**src/rtl/mul_arbiter.sv**
```systemverilog
// mul_arbiter: lets NREQ requesters share one multi-cycle multiplier, one operation in flight.
// Optional macro MUL_ARB_RR_EN selects round-robin grant; without it, grant is fixed priority (lowest index).
module mul_arbiter #(
  parameter int NREQ    = 4,
  parameter int TAG_W   = 5,
  parameter int MUL_LAT = 7
) (
  input  logic                    clk,
  input  logic                    rst_n,
  input  logic [NREQ-1:0]         req_valid,
  output logic [NREQ-1:0]         req_ready,
  input  logic [NREQ*32-1:0]      req_a,
  input  logic [NREQ*32-1:0]      req_b,
  input  logic [NREQ*TAG_W-1:0]   req_tag,
  output logic                    fu_en,
  output logic [31:0]             fu_a,
  output logic [31:0]             fu_b,
  input  logic [31:0]             fu_res,
  input  logic                    fu_finish,
  output logic                    rsp_valid,
  input  logic                    rsp_ready,
  output logic [$clog2(NREQ)-1:0] rsp_id,
  output logic [TAG_W-1:0]        rsp_tag,
  output logic [31:0]             rsp_data,
  output logic                    busy
);
  localparam int ID_W  = $clog2(NREQ);
  localparam int CNT_W = $clog2(MUL_LAT + 1);

  typedef enum logic [2:0] {
    S_DRAIN = 3'd0,
    S_IDLE  = 3'd1,
    S_ISSUE = 3'd2,
    S_WAIT  = 3'd3,
    S_HOLD  = 3'd4
  } state_t;

  state_t           r_state;
  state_t           w_state_nxt;
  logic [CNT_W-1:0] r_cnt;
  logic [31:0]      r_a;
  logic [31:0]      r_b;
  logic [31:0]      r_data;
  logic [TAG_W-1:0] r_tag;
  logic [ID_W-1:0]  r_id;
  logic             w_accept;
  logic [ID_W-1:0]  w_gnt;
  logic [31:0]      w_sel_a;
  logic [31:0]      w_sel_b;
  logic [TAG_W-1:0] w_sel_tag;

  assign w_accept = (r_state == S_IDLE) && (|req_valid);

`ifdef MUL_ARB_RR_EN
  logic [ID_W-1:0] r_ptr;

  // Round-robin search: the first valid requester after the last grant wins.
  always_comb begin
    w_gnt = '0;
    for (int k = NREQ; k >= 1; k--) begin
      w_gnt = req_valid[(int'(r_ptr) + k) % NREQ] ? ID_W'((int'(r_ptr) + k) % NREQ) : w_gnt;
    end
  end

  // Pointer remembers the most recently accepted requester.
  always_ff @(posedge clk) begin
    if (!rst_n) begin
      r_ptr <= ID_W'(NREQ - 1);
    end else if (w_accept) begin
      r_ptr <= w_gnt;
    end
  end
`else
  // Fixed priority: the lowest-indexed valid requester wins.
  always_comb begin
    w_gnt = '0;
    for (int i = NREQ - 1; i >= 0; i--) begin
      w_gnt = req_valid[i] ? ID_W'(i) : w_gnt;
    end
  end
`endif

  // Select the granted requester's payload and raise its ready.
  always_comb begin
    w_sel_a   = '0;
    w_sel_b   = '0;
    w_sel_tag = '0;
    req_ready = '0;
    for (int i = 0; i < NREQ; i++) begin
      w_sel_a      = (w_gnt == ID_W'(i)) ? req_a[i*32 +: 32] : w_sel_a;
      w_sel_b      = (w_gnt == ID_W'(i)) ? req_b[i*32 +: 32] : w_sel_b;
      w_sel_tag    = (w_gnt == ID_W'(i)) ? req_tag[i*TAG_W +: TAG_W] : w_sel_tag;
      req_ready[i] = w_accept && (w_gnt == ID_W'(i));
    end
  end

  // Next-state logic.
  always_comb begin
    w_state_nxt = r_state;
    case (r_state)
      S_DRAIN: begin
        if (r_cnt <= CNT_W'(1)) w_state_nxt = S_IDLE;
        else                    w_state_nxt = S_DRAIN;
      end
      S_IDLE: begin
        if (w_accept) w_state_nxt = S_ISSUE;
        else          w_state_nxt = S_IDLE;
      end
      S_ISSUE: w_state_nxt = S_WAIT;
      S_WAIT: begin
        if (fu_finish) w_state_nxt = S_HOLD;
        else           w_state_nxt = S_WAIT;
      end
      S_HOLD: begin
        if (rsp_ready) w_state_nxt = S_IDLE;
        else           w_state_nxt = S_HOLD;
      end
      default: w_state_nxt = S_DRAIN;
    endcase
  end

  // State register and drain counter; the unit has no reset, so wait out any old operation.
  always_ff @(posedge clk) begin
    if (!rst_n) begin
      r_state <= S_DRAIN;
      r_cnt   <= CNT_W'(MUL_LAT);
    end else begin
      r_state <= w_state_nxt;
      if ((r_state == S_DRAIN) && (r_cnt != '0)) begin
        r_cnt <= r_cnt - CNT_W'(1);
      end
    end
  end

  // Operand/tag/owner latches and result capture.
  always_ff @(posedge clk) begin
    if (!rst_n) begin
      r_a    <= '0;
      r_b    <= '0;
      r_tag  <= '0;
      r_id   <= '0;
      r_data <= '0;
    end else begin
      if (w_accept) begin
        r_a   <= w_sel_a;
        r_b   <= w_sel_b;
        r_tag <= w_sel_tag;
        r_id  <= w_gnt;
      end
      if ((r_state == S_WAIT) && fu_finish) begin
        r_data <= fu_res;
      end
    end
  end

  assign fu_en     = (r_state == S_ISSUE);
  assign fu_a      = r_a;
  assign fu_b      = r_b;
  assign rsp_valid = (r_state == S_HOLD);
  assign rsp_id    = r_id;
  assign rsp_tag   = r_tag;
  assign rsp_data  = r_data;
  assign busy      = (r_state != S_IDLE);
endmodule

```
**config.mk**
```make
export PLATFORM = sky130hd
export DESIGN_NAME = mul_arbiter
export DESIGN_NICKNAME = d
export VERILOG_FILES = /design/src/rtl/mul_arbiter.sv
export SDC_FILE = /design/constraint.sdc
export NUM_CORES = 1
export LEC_CHECK = 0
export CAP_MARGIN = 20
export CORE_AREA = 10 10 156 158
export DETAILED_ROUTE_END_ITERATION = 8
export DIE_AREA = 0 0 166 168
export PLACE_DENSITY = 0.63
export SLEW_MARGIN = 40
export SYNTH_ARGS = -nofsm -noshare
export SYNTH_HDL_FRONTEND = slang
export SYNTH_SLANG_ARGS = --single-unit
```
**constraint.sdc**
```tcl
create_clock -name clk -period 3.35 [get_ports clk]
set_input_delay 0.5025 -clock clk [delete_from_list [all_inputs] [get_ports clk]]
set_output_delay 0.5025 -clock clk [all_outputs]
set_load 0.01 [all_outputs]
```
==> results of run 1 <==
[per-layer routing]
layer / track usage / vias to the layer above / wire length, µm
li1: - / 2928 / -
met1: 0.2135 / 2958 / 11160
met2: 0.3280 / 338 / 14070
met3: 0.07148 / 25 / 2674
met4: 0.05085 / 0 / 474
met5: 0 / - / 0
[flip-flops by register name, indices dropped and copies added, names as in the netlist]
signal    count
r_state       3
rsp_id        2
fu_a         32
rsp_tag       5
rsp_data     32
fu_b         32
r_cnt         3
[where the power goes]
part           internal [mW]  switching (mW)  total [mW]  leakage, nW
combinational          0.624           0.427        1.05         2.21
sequential              1.39          0.0641        1.45        0.879
clock                  0.533           0.531        1.06        0.131
[worst min-delay path, stage by stage, from the launching register on]
cell     delay (ns)
dfxtp_1        0.31
nand2_1        0.05
a21oi_1        0.05
[cells by family after synthesis]
family          Yosys count  synth area share
fa+ha+maj                 3          0.007717
compound gates          255            0.3897
flops                   109            0.4486
xor+xnor                  1          0.001801
simple gates             94           0.08513
buf+inv                  74           0.06713
[layout make-up]
cell class,count,area share
Tap cell,280,0.03642
Inverter,7,0.002861
Clock inverter,5,0.004682
Multi-Input combinational cell,353,0.2478
Sequential cell,109,0.2268
Clock buffer,10,0.02484
Timing Repair Buffer,436,0.4564
Antenna cell,1,0.0002601
[worst paths after layout]
path	start	to	depth (start not counted)
worst max-delay path	req_valid[0]	req_ready[3]	4
worst min-delay path	rsp_data[23]	rsp_data[23]	2
worst max register to register	r_state[0]	fu_b[12]	5
worst min register to register	rsp_data[23]	rsp_data[23]	2
[metrics by stage]
stage                       util  power [mW]
after CTS                 0.4489       3.617
after floorplan                -       1.875
after global routing      0.4492       3.748
final                     0.4492       3.566
after global placement    0.4356       2.525
after detailed placement  0.4356       2.533
[cell usage after synthesis (all sizes together)]
cell type  instances  area share
ha                 3      0.0077
nor2               6      0.0046
o22a               1      0.0018
nand2b             2      0.0026
nor3b              2      0.0054
inv                7      0.0054
buf               19       0.025
or3                1      0.0013
o211ai             2      0.0031
xnor2              1      0.0018
nand2             69       0.053
a22oi             69        0.11
o22ai             69       0.089
clkbuf            48       0.037
and3               3      0.0039
a21oi             38       0.039
a222oi            69        0.14
o21ai              5      0.0051
and3b              1      0.0018
dfxtp            109        0.45
nor3               4      0.0041
or2                2      0.0026
o21bai             1      0.0015
o221ai             1      0.0018
or4                2      0.0031
and2               2      0.0026
==> flow_summary.toml, run 1 <==
[status]
status = "finished clean"

[worst_setup_path]
slowest_delay_ns = 0.61
cp-start-kind = "input pin"
critPathRequiredTime_ns = 2.85
crit_arrival_ns = 2.24
cp_cell_sequence = "clkdlybuf4s50_1 -> nor3_1 -> and3_2 -> clkdlybuf4s50_1"
ff2ff_setup_slack_ns = 1.26
end_kind = "output pin"
cp_common_cell = "clkdlybuf4s50_1"
critPathMaxFanout = 8
critical_path_buf_inv_count = 2
critical_path_class = "in2out"
critPathTopFamily = "buffers and inverters"
cp_slowest_cell = "clkdlybuf4s50_1"

[final_layout]
fin_cells = 1201
multi_input_area_um2 = 2384
fill_cells = 2088
seq_area_um2 = 2182
drive_above_1_share = 0.04130
synthToLayoutAreaGrowth_pct = 97.76
final_net_count = 1235
stdcell_area_um2 = 9620
mostFrequentLayoutCell = "clkdlybuf4s50_1"
layout_common_cells = "425 x clkdlybuf4s50_1, 109 x dfxtp_1, 69 x a22oi_1, 69 x a222oi_1, 69 x o22ai_1"

[sta]
fin_ws_ns = 0.6065
rsz0062_at_grt = "no"
final-hold-violation-count = 0
min_period_over_period = 0.8190
hold_ws_ns = 0.4544
setup_viol_count_final = 0
fmax_ghz = 0.3645
min_period_ns = 2.744
clock_skew_ns = 0.01219
finalSetupTns_ns = 0
tightest_slew_ns = 0.6729
maxSlewViolCount = 0
slew_headroom = 0.5514

[logic_synthesis]
synth.distinct_cells = 31
seq_area_frac_synth = 0.4486
syn-instance-count = 536
syn_area_um2 = 4865
ys_warn_count = 0
synth_seq_cells = 109
syn_area_per_cell_um2 = 9.076
synth_nets = 855

[drt]
drc = 0
ant_nets = 0
routedWlPerCell_um = 23.63
via_per_inst = 5.203
dr.pass1.iters = 9
vias = 6249
detail_route.wirelength_um = 28380
drt-initial-drc-count = 597

[global_route]
grt_first_pass_wirelength_um = 41650
grt_pass1_vias = 6502
overflow = 0
grt.total_usage = 0.1893
grt_max_degree = 70
antenna_found_initial = 1

[die]
rows = 54
dieArea_um2 = 27890
ios = 426
fp.dieW_um = 166
core-area_um2 = 21420
die-height_um = 168
initial_core_util = 0.2271

[clock_network]
clock_sinks = 109
cts_hold_buf = 0
cts_root_buf = "clkbuf_16"
cts-resized-gates = 0
clk_latency_ns = 0.36
cts_setup_buffers = 0
h-tree-depth = 3
clockBufferDepth = 2
cts_tree = "done"
clk_pin_slew_ns = 0.08
cts_made_buffers = 9

[power_and_ir_drop]
p_leak_nw = 3.217
p_per_area_nw_per_um2 = 370.7
irDropWorstVdd_mv = 0.2750

[worst_hold_path]
hold_class = "reg2reg"

[placement]
place_area_um2 = 9330
gp_congestion = 0.8374
dpl.hpwl_um = 21350
portBuffers = 425
post-place-cells = 1185
pre_cts_ws_ns = 0.5805

[run]
cap_viol_max_count = 0
Note: power is estimated with default switching activity, not from simulation.
==> run 2: changes to the inputs <==
--- a/config.mk
+++ b/config.mk
@@ -9,7 +9,7 @@
 export CORE_AREA = 10 10 156 158
 export DETAILED_ROUTE_END_ITERATION = 8
 export DIE_AREA = 0 0 166 168
-export PLACE_DENSITY = 0.63
+export PLACE_DENSITY = 0.65
 export SLEW_MARGIN = 40
 export SYNTH_ARGS = -nofsm -noshare
 export SYNTH_HDL_FRONTEND = slang
==> constraint.sdc (replaced) <==
create_clock -name clk -period 2.5 [get_ports clk]
set_input_delay 0.375 -clock clk [delete_from_list [all_inputs] [get_ports clk]]
set_output_delay 0.375 -clock clk [all_outputs]
set_load 0.01 [all_outputs]
==> run 2 against run 1 <==
  * Via count grew 3.4%
  * Sequential share of layout area is 0.23 points lower
  * The run now ends with DRC left
  * Register-to-register slack got worse by 0.68 ns
  * Total power is 37% higher
  * Largest power group unchanged
==> flow_summary.toml, run 2 (synthesized netlist as in run 1, its figures left out) <==
[sta]
clock_skew_ns = 0.01539
finalSetupTns_ns = 0
slew_headroom = 0.5091
min_period_over_period = 0.9650
fmax_ghz = 0.4145
tightest_slew_ns = 0.7346
min_period_ns = 2.413
final-hold-violation-count = 0
setup_viol_count_final = 0
maxSlewViolCount = 0
rsz0062_at_grt = "no"

[power_and_ir_drop]
p_leak_nw = 3.274
switching_power_mw = 1.368
intPower_mw = 3.509
clock_power_share = 0.307
p_seq_frac = 0.397
p_per_area_nw_per_um2 = 501.9
finalPower_mw = 4.877
irDropWorstVdd_mv = 0.2625
switching_share = 0.2805
power_frac_comb = 0.296

[worst_setup_path]
critPathRequiredTime_ns = 2.12
critPathTopFamily = "buffers and inverters"
cp-start-kind = "input pin"
crit_arrival_ns = 2.04
cp_slowest_cell = "clkdlybuf4s50_1"
critical_path_buf_inv_count = 2
cp_cell_sequence = "clkdlybuf4s50_1 -> nor3_2 -> and3_2 -> clkdlybuf4s50_1"
slowest_delay_ns = 0.59
cp_common_cell = "clkdlybuf4s50_1"
critical_path_class = "in2out"
end_kind = "output pin"
critPathMaxFanout = 6

[drt]
via_per_inst = 5.354
vias = 6462
routedWlPerCell_um = 23.61
dr.pass1.iters = 9
ant_nets = 0
drt-initial-drc-count = 782
detail_route.wirelength_um = 28500
drc = 5

[die]
rows = 54
ios = 426
initial_core_util = 0.2271
die-height_um = 168
core-area_um2 = 21420
dieArea_um2 = 27890
fp.dieW_um = 166

[global_route]
grt_pass1_vias = 6553
antenna_found_initial = 0
grt_max_degree = 104
overflow = 0
grt_first_pass_wirelength_um = 41750
grt.total_usage = 0.1890

[status]
status = "finished with violations"
failed_checks = "DRC"

[clock_network]
cts_tree = "done"
cts_made_buffers = 9
clock_sinks = 109
clk_latency_ns = 0.35
cts_root_buf = "clkbuf_16"
h-tree-depth = 3
cts_hold_buf = 0
clockBufferDepth = 2
clk_pin_slew_ns = 0.07

[final_layout]
final_net_count = 1241
layout_common_cells = "425 x clkdlybuf4s50_1, 109 x dfxtp_1, 69 x a22oi_1, 69 x a222oi_1, 69 x o22ai_1"
antennaDiodeCount = 0
mostFrequentLayoutCell = "clkdlybuf4s50_1"
synthToLayoutAreaGrowth_pct = 99.77
drive_above_1_share = 0.04854

[placement]
gp_congestion = 0.8298
portBuffers = 425
dpl.hpwl_um = 21470

[worst_hold_path]
hold_class = "reg2reg"

[run]
cap_viol_max_count = 0
-- run 2: final timing paths --
kind                            slack (ns)    startpoint  cells after the start            to
worst max-delay path                  0.09  req_valid[1]                      4  req_ready[3]
worst min-delay path                  0.45  rsp_data[10]                      2  rsp_data[10]
worst max register to register        0.58    r_state[1]                      5       fu_b[0]
worst min register to register        0.45  rsp_data[10]                      2  rsp_data[10]
-- run 2: worst min-delay path, stage by stage (launching register included) --
cell     delay, ns
dfxtp_1       0.31
nand2_1       0.05
a21oi_1       0.05
-- run 2: final cells by class --
| type | count | area [µm²] |
|---|---|---|
| Fill cell | 2080 | 11700 |
| Clock inverter | 6 | 71.32 |
| Tap cell | 280 | 350.3 |
| Clock buffer | 10 | 229.0 |
| Sequential cell | 109 | 2182 |
| Timing Repair Buffer | 442 | 4469 |
| Inverter | 7 | 27.53 |
| Multi-Input combinational cell | 353 | 2389 |
-- run 2: power by group through the flow --
stage	Clock [mW]	Sequential, mW	Combinational [mW]
after floorplan	0	2.00	0.509
after global placement	0	1.97	1.44
after detailed placement	0	1.97	1.44
after CTS	1.56	1.94	1.45
after global routing	1.61	1.96	1.55
final	1.50	1.94	1.44
-- run 2: routing by layer --
layer | vias up | wire (µm) | share of wire | track usage
met1 | 3118 | 10860 | 0.38 | 0.2151
met2 | 374 | 14040 | 0.49 | 0.3217
met3 | 27 | 3053 | 0.11 | 0.07334
met5 | - | 0 | 0 | 0
met4 | 0 | 539 | 0.019 | 0.05508
li1 | 2943 | - | - | -
-- run 2: stage by stage --
stage	cells	area, µm²	hold WS [ns]	setup slack [ns]	util
2_1_floorplan	536	4865	0.4369	0.7329	-
3_3_place_gp	1191	9413	0.4415	0.03769	0.4395
3_5_place_dp	1191	9413	0.4457	-0.03546	0.4395
4_1_cts	1207	9713	0.4559	0.05934	0.4535
5_1_grt	1207	9718	0.4702	0.01371	0.4537
6_report	1207	9718	0.4544	0.08741	0.4537
-- run 2: timing repair --
item	in CTS	in global routing
gates resized for setup	0	1
setup endpoints to repair	0	1
setup buffers	0	0
endpoints found under the hold margin	0	0
